### src/rtl/lcd_pkg.sv
// Shared types, opcode/mask constants and address helpers for the LCD bus responder.
`timescale 1ns/1ps
package lcd_pkg;

    localparam int         DDRAM_DEPTH = 80;
    localparam logic [6:0] AC_MAX      = 7'(DDRAM_DEPTH - 1);
    localparam logic [7:0] CLEAR_CHAR  = 8'h20;

    typedef enum logic [1:0] {
        ST_IDLE,
        ST_DECODE,
        ST_EXEC,
        ST_BUSY
    } state_t;

    typedef enum logic [3:0] {
        CMD_NONE,
        CMD_CLEAR,
        CMD_HOME,
        CMD_ENTRY,
        CMD_DISP,
        CMD_SHIFT,
        CMD_FUNC,
        CMD_CGRAM,
        CMD_DDRAM
    } cmd_t;

    localparam logic [7:0] OP_DDRAM = 8'h80, MASK_DDRAM = 8'h80;
    localparam logic [7:0] OP_CGRAM = 8'h40, MASK_CGRAM = 8'hC0;
    localparam logic [7:0] OP_FUNC  = 8'h20, MASK_FUNC  = 8'hE0;
    localparam logic [7:0] OP_SHIFT = 8'h10, MASK_SHIFT = 8'hF0;
    localparam logic [7:0] OP_DISP  = 8'h08, MASK_DISP  = 8'hF8;
    localparam logic [7:0] OP_ENTRY = 8'h04, MASK_ENTRY = 8'hFC;
    localparam logic [7:0] OP_HOME  = 8'h02, MASK_HOME  = 8'hFE;
    localparam logic [7:0] OP_CLEAR = 8'h01, MASK_CLEAR = 8'hFF;

    // Leading-one decode: the highest set bit selects the instruction.
    function automatic cmd_t decode_cmd(input logic [7:0] d);
        cmd_t c;
        if      ((d & MASK_DDRAM) == OP_DDRAM) c = CMD_DDRAM;
        else if ((d & MASK_CGRAM) == OP_CGRAM) c = CMD_CGRAM;
        else if ((d & MASK_FUNC)  == OP_FUNC)  c = CMD_FUNC;
        else if ((d & MASK_SHIFT) == OP_SHIFT) c = CMD_SHIFT;
        else if ((d & MASK_DISP)  == OP_DISP)  c = CMD_DISP;
        else if ((d & MASK_ENTRY) == OP_ENTRY) c = CMD_ENTRY;
        else if ((d & MASK_HOME)  == OP_HOME)  c = CMD_HOME;
        else if ((d & MASK_CLEAR) == OP_CLEAR) c = CMD_CLEAR;
        else                                   c = CMD_NONE;
        return c;
    endfunction

    function automatic logic [6:0] step_ac(input logic [6:0] a, input logic inc);
        logic [6:0] n;
        if (inc) n = (a == AC_MAX) ? 7'd0 : a + 7'd1;
        else     n = (a == 7'd0) ? AC_MAX : a - 7'd1;
        return n;
    endfunction

    function automatic logic [6:0] clamp_ac(input logic [6:0] a);
        return (a > AC_MAX) ? AC_MAX : a;
    endfunction

endpackage

### src/rtl/lcd_sync.sv
// Two-flop synchronizer for the LCD bus pins plus falling-edge detect on E.
`timescale 1ns/1ps
module lcd_sync (
    input  logic       clk,
    input  logic       rst,
    input  logic       i_e,
    input  logic       i_rs,
    input  logic       i_rw,
    input  logic [7:0] i_data,
    output logic       o_e,
    output logic       o_rs,
    output logic       o_rw,
    output logic [7:0] o_data,
    output logic       o_strobe
);
    logic [10:0] r_meta;
    logic [10:0] r_sync;
    logic        r_e_d;

    always_ff @(posedge clk or negedge rst) begin
        if (!rst) begin
            r_meta <= '0;
            r_sync <= '0;
            r_e_d  <= 1'b0;
        end else begin
            r_meta <= {i_e, i_rs, i_rw, i_data};
            r_sync <= r_meta;
            r_e_d  <= r_sync[10];
        end
    end

    assign o_e      = r_sync[10];
    assign o_rs     = r_sync[9];
    assign o_rw     = r_sync[8];
    assign o_data   = r_sync[7:0];
    assign o_strobe = r_e_d & ~r_sync[10];
endmodule

### src/rtl/lcd_bus_responder.sv
// HD44780-style bus target: command decode, busy timing, 80-byte DDRAM.
// Bus reads (busy/AC and DDRAM) exist only when LCD_RESP_READ_EN is defined.
`timescale 1ns/1ps
module lcd_bus_responder
    import lcd_pkg::*;
#(
    parameter int BUSY_CYCLES      = 2000,
    parameter int LONG_BUSY_CYCLES = 82000
) (
    input  logic       clk,
    input  logic       rst,
    input  logic       RS,
    input  logic       RW,
    input  logic       E,
    input  logic [7:0] data_in,
    output logic [7:0] data_out,
    output logic       data_oe,
    output logic       busy,
    output logic [6:0] ac,
    output logic       disp_on,
    output logic       cursor_on,
    output logic       blink_on,
    output logic       id_inc,
    output logic       shift_en,
    output logic       dl_8bit,
    output logic       n_lines,
    input  logic [6:0] disp_rd_addr,
    output logic [7:0] disp_rd_data,
    output logic       err_busy
);
    // Counter loads are two short of the busy length: DECODE and the final
    // zero-count cycle of BUSY both count as busy.
    localparam logic [16:0] LOAD_SHORT = 17'(BUSY_CYCLES - 2);
    localparam logic [16:0] LOAD_LONG  = 17'(LONG_BUSY_CYCLES - 2);

    logic       w_e, w_rs, w_rw, w_strobe;
    logic [7:0] w_data;
    state_t     r_state, w_next;
    logic       r_cmd_rs;
    logic [7:0] r_cmd_data;
    cmd_t       w_cmd;
    logic [16:0] r_cnt;
    logic [6:0] r_clr_addr;
    logic       w_busy, w_accept, w_rd_step, w_clr_last;
    logic       w_mem_we;
    logic [6:0] w_mem_addr;
    logic [7:0] w_mem_wdata;
    logic [7:0] r_ddram [DDRAM_DEPTH];
    logic [7:0] r_disp_rd;

    lcd_sync u_sync (
        .clk      (clk),
        .rst      (rst),
        .i_e      (E),
        .i_rs     (RS),
        .i_rw     (RW),
        .i_data   (data_in),
        .o_e      (w_e),
        .o_rs     (w_rs),
        .o_rw     (w_rw),
        .o_data   (w_data),
        .o_strobe (w_strobe)
    );

    assign w_cmd      = decode_cmd(r_cmd_data);
    assign w_accept   = w_strobe & ~w_rw & (w_rs | (w_data != 8'h00));
    assign w_clr_last = (r_clr_addr == AC_MAX);

    always_ff @(posedge clk or negedge rst) begin
        if (!rst) r_state <= ST_IDLE;
        else      r_state <= w_next;
    end

    always_comb begin
        w_next = r_state;
        case (r_state)
            ST_IDLE:   if (w_accept) w_next = ST_DECODE;
            ST_DECODE: w_next = (!r_cmd_rs && w_cmd == CMD_CLEAR) ? ST_EXEC : ST_BUSY;
            ST_EXEC:   if (w_clr_last) w_next = ST_BUSY;
            ST_BUSY:   if (r_cnt == 17'd0) w_next = ST_IDLE;
            default:   w_next = ST_IDLE;
        endcase
    end

    always_comb begin
        w_busy      = (r_state != ST_IDLE);
        w_mem_we    = 1'b0;
        w_mem_addr  = ac;
        w_mem_wdata = r_cmd_data;
        if (r_state == ST_EXEC) begin
            w_mem_we    = 1'b1;
            w_mem_addr  = r_clr_addr;
            w_mem_wdata = CLEAR_CHAR;
        end else if (r_state == ST_DECODE && r_cmd_rs) begin
            w_mem_we = 1'b1;
        end
    end

    always_ff @(posedge clk or negedge rst) begin
        if (!rst) begin
            r_cmd_rs   <= 1'b0;
            r_cmd_data <= 8'h00;
            r_cnt      <= '0;
            r_clr_addr <= '0;
        end else begin
            if (r_state == ST_IDLE && w_accept) begin
                r_cmd_rs   <= w_rs;
                r_cmd_data <= w_data;
            end
            case (r_state)
                ST_DECODE: begin
                    r_clr_addr <= '0;
                    r_cnt <= (!r_cmd_rs && w_cmd == CMD_HOME) ? LOAD_LONG : LOAD_SHORT;
                end
                ST_EXEC: begin
                    r_clr_addr <= r_clr_addr + 7'd1;
                    if (w_clr_last) r_cnt <= LOAD_LONG;
                end
                ST_BUSY: if (r_cnt != 17'd0) r_cnt <= r_cnt - 17'd1;
                default: ;
            endcase
        end
    end

    always_ff @(posedge clk or negedge rst) begin
        if (!rst) begin
            ac        <= 7'd0;
            disp_on   <= 1'b0;
            cursor_on <= 1'b0;
            blink_on  <= 1'b0;
            id_inc    <= 1'b1;
            shift_en  <= 1'b0;
            dl_8bit   <= 1'b1;
            n_lines   <= 1'b0;
            err_busy  <= 1'b0;
        end else begin
            if (w_strobe && !w_rw && w_busy) err_busy <= 1'b1;
            if (w_rd_step) ac <= step_ac(ac, id_inc);
            if (r_state == ST_DECODE) begin
                if (r_cmd_rs) begin
                    ac <= step_ac(ac, id_inc);
                end else begin
                    case (w_cmd)
                        CMD_HOME:  ac <= 7'd0;
                        CMD_ENTRY: {id_inc, shift_en} <= r_cmd_data[1:0];
                        CMD_DISP:  {disp_on, cursor_on, blink_on} <= r_cmd_data[2:0];
                        CMD_FUNC:  {dl_8bit, n_lines} <= r_cmd_data[4:3];
                        CMD_DDRAM: ac <= clamp_ac(r_cmd_data[6:0]);
                        default:   ;
                    endcase
                end
            end
            if (r_state == ST_EXEC && w_clr_last) begin
                ac     <= 7'd0;
                id_inc <= 1'b1;
            end
        end
    end

    always_ff @(posedge clk) begin
        if (w_mem_we) r_ddram[w_mem_addr] <= w_mem_wdata;
        r_disp_rd <= (disp_rd_addr <= AC_MAX) ? r_ddram[disp_rd_addr] : 8'h00;
    end

    assign disp_rd_data = r_disp_rd;
    assign busy         = w_busy;

`ifdef LCD_RESP_READ_EN
    logic [7:0] r_rd_word;
    logic [7:0] r_data_out;
    logic       r_data_oe;

    assign w_rd_step = w_strobe & w_rw & w_rs & (r_state == ST_IDLE);

    always_ff @(posedge clk) begin
        r_rd_word <= r_ddram[ac];
    end

    always_ff @(posedge clk or negedge rst) begin
        if (!rst) begin
            r_data_out <= 8'h00;
            r_data_oe  <= 1'b0;
        end else begin
            r_data_oe  <= w_e & w_rw;
            r_data_out <= (w_e && w_rw) ? (w_rs ? r_rd_word : {w_busy, ac}) : 8'h00;
        end
    end

    assign data_out = r_data_out;
    assign data_oe  = r_data_oe;
`else
    logic w_unused_e;
    assign w_unused_e = w_e;
    assign w_rd_step  = 1'b0;
    assign data_out   = 8'h00;
    assign data_oe    = 1'b0;
`endif
endmodule

### config.mk
export PLATFORM = sky130hd
export DESIGN_NAME = lcd_bus_responder
export DESIGN_NICKNAME = d
export VERILOG_FILES = /design/src/rtl/lcd_pkg.sv /design/src/rtl/lcd_sync.sv /design/src/rtl/lcd_bus_responder.sv
export SDC_FILE = /design/constraint.sdc
export NUM_CORES = 1
export LEC_CHECK = 0
export CAP_MARGIN = 20
export CORE_MARGIN = 5
export CORE_UTILIZATION = 38
export CTS_BUF_LIST = sky130_fd_sc_hd__clkbuf_4 sky130_fd_sc_hd__clkbuf_8
export DETAILED_ROUTE_END_ITERATION = 10
export PLACE_DENSITY = 0.54
export SLEW_MARGIN = 15
export SYNTH_ARGS = -nofsm -noshare
export SYNTH_HDL_FRONTEND = slang
export SYNTH_HIERARCHICAL = 1
export SYNTH_SLANG_ARGS = --single-unit
### constraint.sdc
create_clock -name clk -period 5.4 [get_ports clk]
set_input_delay 1.35 -clock clk [delete_from_list [all_inputs] [get_ports clk]]
set_output_delay 1.35 -clock clk [all_outputs]
set_load 0.01 [all_outputs]
==> results.txt, run 1 <==
Status = complete, no violations
DP Wirelength = 43,070 µm
WL/cell = 24.68 µm
Final instance area = 33,250 µm²
Number of hold buffers added after cts = 0
Worst hold slack = 345.8 ps
Synth Flop Type = edfxtp_1
Clock root cell = clkbuf_8
Critical path data arrival time = 4620 ps
DRC Markers = 0
Worst slew margin = 22.31%
GPL Wtd Cong = 0.8003
Filler instances = 6,753
Clock Sinks = 721
Die area = 82,520 µm²
Gate power share = 18.9%
H-Tree Depth = 3
Total negative slack = 0 ps
Delay-heaviest family, CP = simple AND/OR/NAND/NOR gates
Total GRT Usage = 17.08%
Flops & latches, synth = 721
Slew Limit Fails = 0
Yosys warning count = 6
FMAX = 234.3 MHz
EDFF count, synth = 640
CP dominant cell by count = inv_1
Worst ir drop on vdd = 0.4235 mV
Sw frac = 29.57%
Slowest-stage cell, CP = nor2_1
Initial antenna violation count = 3
CTS Buffer Depth = 3
Clk pwr share = 32.1%
DR pass1 iterations = 5
Static Leak = 10.95 nW
Layout cell share with drive strength beyond 1 = 22.69%
First-pass GRT wire length = 105,400 µm
Required time worst endpoint = 5750 ps
Final setup viols = 0
Vias in the first global route = 15.97k
Via/cell ratio = 5.418
DP Area = 30,790 µm²
WP buf/inv = 2
Worst-path clk slew = 60 ps
Clock Skew = 48.03 ps
CP max FO = 26
Port Buffers = 43
PwrDens = 454.2 nW/µm²
Worst path max stage delay = 900 ps
Grt ovf = 0
Worst-path cell chain = inv_1 -> ha_1 -> inv_1 -> a21boi_1 -> nand3_1 -> nor2_1
Min Clock Period, post-route = 4268 ps
FFs w/ async S/R, synth = 10.12%
Initial DRC Count = 1,419
Area of the core = 76,080 µm²
Number of post-CTS setup repair buffers = 0
Clk_lat worst skew = 740 ps
Post_cts resized = 0
Top Ports = 53
Post-Syn Area = 29,210 µm²
DIE WIDTH = 287.3 µm
Number of distinct library cells after synthesis = 77
Fin. Hold Viols = 0
Setup crit start kind = flip-flop
Setup crit end kind = flip-flop
Row count = 101
Sequential share of the synthesized area = 72.60%
Final Cycle Share = 79.03%
Slew of the pin with the lowest slew margin = 1165 ps
Final ANT Viol Nets = 0
Post-Syn Instances = 1,606
CP Class = reg -> reg
DR vias = 15.43k
Internal power = 10.64 mW
Total wire length = 70,250 µm
Hold Path Class = reg -> reg
Die Ht = 287.3 µm
# nets final = 1,746
Reg2Reg Setup Slack = 1130 ps
Initial Utilization = 38.40%
Syn avg cell area = 18.19 µm²
Part of the power in registers = 49.0%
Pin count of the biggest net entering global routing = 81
Max cap viols = 0
Net Sw Power = 4.467 mW
TritonCTS clock tree = yes
Area growth syn-to-layout = 13.84%
Total CTS buffers = 118
RSZ-0062 raised after global routing = no
-- logic make-up (layout without fill, tap and decap cells) --
family          after synthesis  after routing  synth area share (%)
fa+ha+maj                     8              8                0.3427
xor+xnor                      6              6                0.1799
simple gates                291            291                 4.789
compound gates              206            206                 4.857
mux                         249            249                 15.03
flops                       721            721                 72.60
other cells                   1             10               0.01284
buf+inv                     124            326                 2.193
-- Yosys cell counts (10+ instances only) --
cell | n | area (µm²)
inv_1 | 30 | 112.6
nor3b_1 | 10 | 75.07
mux2_2 | 24 | 270.3
buf_2 | 26 | 130.1
or3_1 | 10 | 62.56
mux4_2 | 131 | 2950
o22ai_1 | 12 | 75.07
nor2_1 | 110 | 412.9
clkbuf_1 | 35 | 131.4
o21ai_0 | 39 | 195.2
a22oi_1 | 38 | 285.3
mux2i_1 | 80 | 800.8
edfxtp_1 | 640 | 19220
nand3_1 | 30 | 150.1
a21oi_1 | 33 | 165.2
nor2b_1 | 12 | 75.07
dfrtp_1 | 71 | 1777
mux4_1 | 14 | 367.9
nand2_1 | 64 | 240.2
a211oi_1 | 11 | 82.58
nand2b_1 | 14 | 87.58
buf_4 | 16 | 120.1
-- routing by layer --
layer,part of all wire [%],routed length [µm],vias up,global-route usage [%]
met4,2.1,1501,0,4.294
met2,47,32920,535,26.56
met5,0,0,-,0
met1,45,31300,8055,24.74
li1,-,-,6720,-
met3,6.4,4523,115,3.751
-- state kept, by name (all words and copies together), names as in the netlist --
name / cells
ac: 7
blink_on: 1
cursor_on: 1
disp_on: 1
disp_rd_data: 8
dl_8bit: 1
err_busy: 1
id_inc: 1
n_lines: 1
r_clr_addr: 7
r_cmd_data: 8
r_cmd_rs: 1
r_cnt: 17
r_ddram: 640
r_state: 2
shift_en: 1
u_sync/r_e_d: 1
u_sync/r_meta: 11
u_sync/r_sync: 11
-- power by group through the flow --
stage	clock network [mW]	logic (mW)	registers, mW
floorplan	0	1.68	7.46
global placement	0	2.79	7.50
detailed placement	0	2.88	7.51
CTS	4.98	2.88	7.40
global route	5.24	3.12	7.43
finish	4.85	2.86	7.40
-- path summary, 6_finish.rpt --
path	from	end	cells past startpoint
hold reg to reg	u_sync/r_meta[4]	u_sync/r_sync[4]	0
min in group asynchronous	rst	u_sync/r_meta[8]	1
setup / recovery	r_state[0]	r_ddram[10][2]	6
setup reg to reg	r_state[0]	r_ddram[10][2]	6
max in group asynchronous	rst	u_sync/r_sync[3]	1
hold / removal	u_sync/r_meta[4]	u_sync/r_sync[4]	0
-- through the flow --
stage	util, %	worst slack, ps	cells	total power, mW
floorplan	-	1395	1614	9.136
global placement	40.43	1213	2624	10.29
detailed placement	40.48	1201	2626	10.38
CTS	43.67	1193	2844	15.26
global route	43.71	850.8	2847	15.79
finish	43.71	1132	2847	15.11
-- cells in the final DEF, fill, tap and decap left out, drive strengths merged, types with 10 or more instances in the layout --
cell type,instances
nand2b,14
dfrtp,71
edfxtp,640
mux2i,80
buf,40
inv,34
clkdlybuf4s50,38
nor2b,13
nor3b,11
nand3,30
o21ai,41
clkinv,36
a21oi,33
mux4,145
a22oi,38
or3,10
o22ai,12
nor2,110
mux2,24
nand2,64
clkbuf,174
a211oi,11
-- final cells by class --
| class | count | area, µm² | share of cell area, % |
|---|---|---|---|
| sequential | 721 | 21210 | 63.77 |
| multi-input combinational | 769 | 7456 | 22.42 |
| clock buffer | 174 | 2107 | 6.336 |
| tap | 1030 | 1289 | 3.875 |
| timing repair buffer | 78 | 754.5 | 2.269 |
| clock inverter | 44 | 325.3 | 0.9783 |
| inverter | 30 | 112.6 | 0.3386 |
| antenna | 1 | 2.502 | 0.007525 |
No activity file was read; power rests on OpenSTA's default activity.
==> run 2, diff against run 1 <==
- clock period: 5.4 -> 4.2 ns (I/O delays scaled with it)
==> run 2 against run 1 <==
  * Maximum frequency rose by 14%
  * Final area is 2.0% higher
  * Utilization is 0.88 points higher
  * Register-to-register slack got worse by 670 ps
  * Die area unchanged
  * Global-route usage grew 0.18 points
  * Total power up 30%
  * Sequential share of layout area fell by 1.3 points
  * Setup slack worse by 670 ps
  * Largest cell class unchanged
  * Largest power group unchanged
  * Highest routed layer unchanged
==> results.txt, run 2 (synthesis gave the netlist of run 1 again) <==
Clock Sinks = 721
Final setup viols = 0
Total CTS buffers = 119
Number of hold buffers added after cts = 0
Leading cell type in the layout, fill and taps excluded = edfxtp_1
Clock Skew = 42.85 ps
DRC Markers = 0
Most frequent cells in the layout = 640 x edfxtp_1, 131 x mux4_2, 121 x clkbuf_8
Total GRT Usage = 17.26%
Area of the core = 76,080 µm²
PwrDens = 581.1 nW/µm²
Setup crit start kind = flip-flop
CP max FO = 20
Sequential cell area = 21,210 µm²
CP Class = reg -> reg
TritonCTS clock tree = yes
WL/cell = 24.50 µm
Part of the power in registers = 48.1%
DR vias = 15.61k
Min Clock Period, post-route = 3741 ps
Largest Register = r_ddram
Slew Limit Fails = 0
Port Buffers = 43
FMAX = 267.3 MHz
RSZ-0062 raised after global routing = no
Final ANT Viol Nets = 0
Via/cell ratio = 5.324
Area growth syn-to-layout = 16.12%
Net Sw Power = 5.837 mW
Largest register FFs = 640
Worst slew margin = 32.69%
Required time worst endpoint = 4540 ps
Worst ir drop on vdd = 0.5271 mV
Clock root cell = clkbuf_8
Sw frac = 29.61%
Post_cts resized = 0
DP Wirelength = 44,520 µm
GPL Wtd Cong = 0.8031
Critical path data arrival time = 4080 ps
Clk pwr share = 32.8%
DR pass1 iterations = 5
Grt ovf = 0
# nets final = 1,826
Initial DRC Count = 1,179
Multi-input gate area in the final layout = 7451 µm²
H-Tree Depth = 3
Die area = 82,520 µm²
Top Ports = 53
Die Ht = 287.3 µm
Setup crit end kind = flip-flop
Fin. Hold Viols = 0
Total negative slack = 0 ps
Pin count of the biggest net entering global routing = 81
Slew of the pin with the lowest slew margin = 1010 ps
Vias in the first global route = 16.03k
Row count = 101
Hold Path Class = reg -> reg
DIE WIDTH = 287.3 µm
Final Cycle Share = 89.08%
Biggest regs = r_ddram x640, r_cnt x17
Number of post-CTS setup repair buffers = 0
CTS Buffer Depth = 3
Layout cell share with drive strength beyond 1 = 25.70%
Filler instances = 6,647
Status = complete, no violations
First-pass GRT wire length = 106,000 µm
Max cap viols = 0
Internal power = 13.87 mW
Worst hold slack = 347.6 ps
Total wire length = 71,840 µm
Worst-path clk slew = 60 ps
Static Leak = 11.38 nW
Clk_lat worst skew = 740 ps
Initial antenna violation count = 1
Gate power share = 19.1%
Initial Utilization = 38.40%
run 2: path summary, 6_finish.rpt:
path	from	end	slack (ps)	cells after the start
min	u_sync/r_meta[5]	u_sync/r_sync[5]	350	0
max	r_state[0]	r_ddram[66][7]	460	6
max reg2reg	r_state[0]	r_ddram[66][7]	460	6
min reg2reg	u_sync/r_meta[5]	u_sync/r_sync[5]	350	0
min in group asynchronous	rst	u_sync/r_meta[8]	450	1
max in group asynchronous	rst	r_clr_addr[3]	3140	1
run 2: final cells by class:
type                    instances  share of cell area [%]
multi-input cells             769                   21.97
clock buffers                 160                   5.773
inverters                      30                  0.3320
diodes                          7                 0.05164
clock inverters                58                   1.634
well taps                    1030                   3.799
flip-flops and latches        721                   62.52
repair buffers                157                   3.925
run 2: per-stage QoR:
step	setup slack, ps	power, mW	area [µm²]	std cells	util (%)
5_1_grt	146.1	20.58	33920	2930	44.58
3_5_place_dp	416.5	13.43	31390	2707	41.26
2_1_floorplan	194.8	11.75	29240	1614	-
4_1_cts	420.8	19.92	33900	2925	44.57
3_3_place_gp	390.9	13.32	31390	2707	41.26
6_report	458.8	19.71	33920	2932	44.59
run 2: worst max-delay path: stages (launching register included):
cell,delay (ps)
dfrtp_1,410
inv_1,130
ha_1,570
inv_1,370
o31ai_1,770
nand2_1,400
nor2_1,690
run 2: power by group through the flow:
stage	Sequential, mW	Clock, mW	Combinational (mW)
2_1_floorplan	9.59	0	2.16
3_3_place_gp	9.62	0	3.71
3_5_place_dp	9.63	0	3.80
4_1_cts	9.49	6.63	3.80
5_1_grt	9.53	6.97	4.09
6_report	9.49	6.46	3.76
run 2: routing by layer:
| metal | wire length [µm] | vias to the layer above | global-route usage [%] |
|---|---|---|---|
| met2 | 33380 | 449 | 26.84 |
| li1 | - | 6868 | - |
| met4 | 1610 | 0 | 4.475 |
| met1 | 32260 | 8167 | 24.47 |
| met3 | 4589 | 127 | 4.496 |
| met5 | 0 | - | 0 |
==> run 3, diff against run 2 <==
- CORE_UTILIZATION: 38 -> 60
- PLACE_DENSITY: 0.54 -> 0.78
==> run 3 against run 2 <==
  * First-iteration DRC count grew 76%
  * Non-clock buffer count fell by 28
  * Combinational power decreased by 3%
  * Sequential cell count is the same
  * Critical path type unchanged
  * Critical endpoint is now r_ddram[62][3]
==> results.txt, run 3 (synthesis gave the netlist of run 1 again) <==
Worst ir drop on vdd = 0.4779 mV
Biggest regs = r_ddram x640, r_cnt x17
Critical path data arrival time = 4030 ps
DIE WIDTH = 230.7 µm
Setup crit start kind = flip-flop
RSZ-0062 raised after global routing = no
TritonCTS clock tree = yes
Area of the core = 47,950 µm²
Hold Path Class = reg -> reg
Slew Limit Fails = 0
Slew of the pin with the lowest slew margin = 1063 ps
Area growth syn-to-layout = 12.89%
Final Cycle Share = 88.33%
Power consumption = 19.09 mW
CP Class = reg -> reg
Status = complete, no violations
Required time worst endpoint = 4520 ps
Leading cell type in the layout, fill and taps excluded = edfxtp_1
Clk_lat worst skew = 710 ps
Min Clock Period, post-route = 3710 ps
WL/cell = 26.69 µm
Fin. Hold Viols = 0
CP max FO = 17
Static Leak = 11.13 nW
Grt ovf = 0
Number of post-CTS setup repair buffers = 0
Max cap viols = 0
Top Ports = 53
Number of hold buffers added after cts = 0
Total wire length = 65,850 µm
Final ANT Viol Nets = 0
First-pass GRT wire length = 99,630 µm
PwrDens = 578.9 nW/µm²
CTS Buffer Depth = 3
Total CTS buffers = 109
Worst-path clk slew = 60 ps
Via/cell ratio = 6.432
Pin count of the biggest net entering global routing = 81
DR vias = 15.87k
H-Tree Depth = 3
DP Wirelength = 40,540 µm
Clock Skew = 29.40 ps
Most frequent cells in the layout = 640 x edfxtp_1, 131 x mux4_2, 119 x clkbuf_8
Die area = 53,200 µm²
Post-Place Worst Slack = 603.3 ps
FMAX = 269.5 MHz
Total negative slack = 0 ps
Die Ht = 230.7 µm
Largest Register = r_ddram
GPL Wtd Cong = 0.9140
Worst slew margin = 28.89%
Setup crit end kind = flip-flop
Total GRT Usage = 24.94%
Final instance area = 32,980 µm²
DR pass1 iterations = 6
Port Buffers = 43
# nets final = 1,788
Initial antenna violation count = 1
DRC Markers = 0
Clock Sinks = 721
Final core utilization = 68.78%
Vias in the first global route = 16.13k
Final worst-path setup slack = 489.9 ps
Row count = 80
Initial DRC Count = 2,073
Largest register FFs = 640
Post_cts resized = 0
Layout cell share with drive strength beyond 1 = 24.10%
Final setup viols = 0
DP Area = 30,700 µm²
Clock root cell = clkbuf_8
Initial Utilization = 60.93%
run 3: cell count changes in the layout (fill, tap and decap cells not counted), sizes merged:
cell and delta:
diode -6, clkinv -3, clkbuf -6, clkinvlp -1
buf -28, bufinv -3, inv -3
run 3: path summary, 6_finish.rpt:
check / startpoint / end / slack [ps] / depth (start not counted)
min in group asynchronous: rst / u_sync/r_sync[9] / 370 / 1
max reg2reg: r_state[0] / r_ddram[62][3] / 490 / 6
min reg2reg: u_sync/r_meta[5] / u_sync/r_sync[5] / 350 / 0
max in group asynchronous: rst / dl_8bit / 3050 / 2
min: u_sync/r_meta[5] / u_sync/r_sync[5] / 350 / 0
max: r_state[0] / r_ddram[62][3] / 490 / 6
run 3: critical path: stages, from the launching register on:
cell	delay, ps
dfrtp_1	390
inv_1	100
ha_1	340
buf_4	280
o32ai_1	940
nand2_1	590
nor2_1	700
run 3: area by class of cell:
type | instances | area (µm²)
clock buffers | 154 | 1901
diodes | 1 | 2.502
multi-input cells | 769 | 7451
inverters | 30 | 112.6
clock inverters | 48 | 376.6
flip-flops and latches | 721 | 21210
repair buffers | 129 | 1156
fillers | 2851 | 14970
well taps | 615 | 769.5
run 3: per-layer routing:
metal	up-vias	part of all wire, %	global-route usage [%]
met5	-	0	0
met4	0	3.8	9.603
met3	158	9.9	6.722
met2	873	49	39.33
met1	8048	38	34.05
li1	6788	-	-
run 3: report_power, final:
group	switching (mW)	internal, mW
combinational	2.59	1.04
sequential	0.309	9.21
clock	2.65	3.29
run 3: per-stage QoR:
stage               hold WS (ps)  cells
floorplan                  331.2   1614
global route               363.4   2466
finish                     346.3   2467
global placement           332.3   2264
CTS                        334.3   2466
detailed placement         334.7   2264
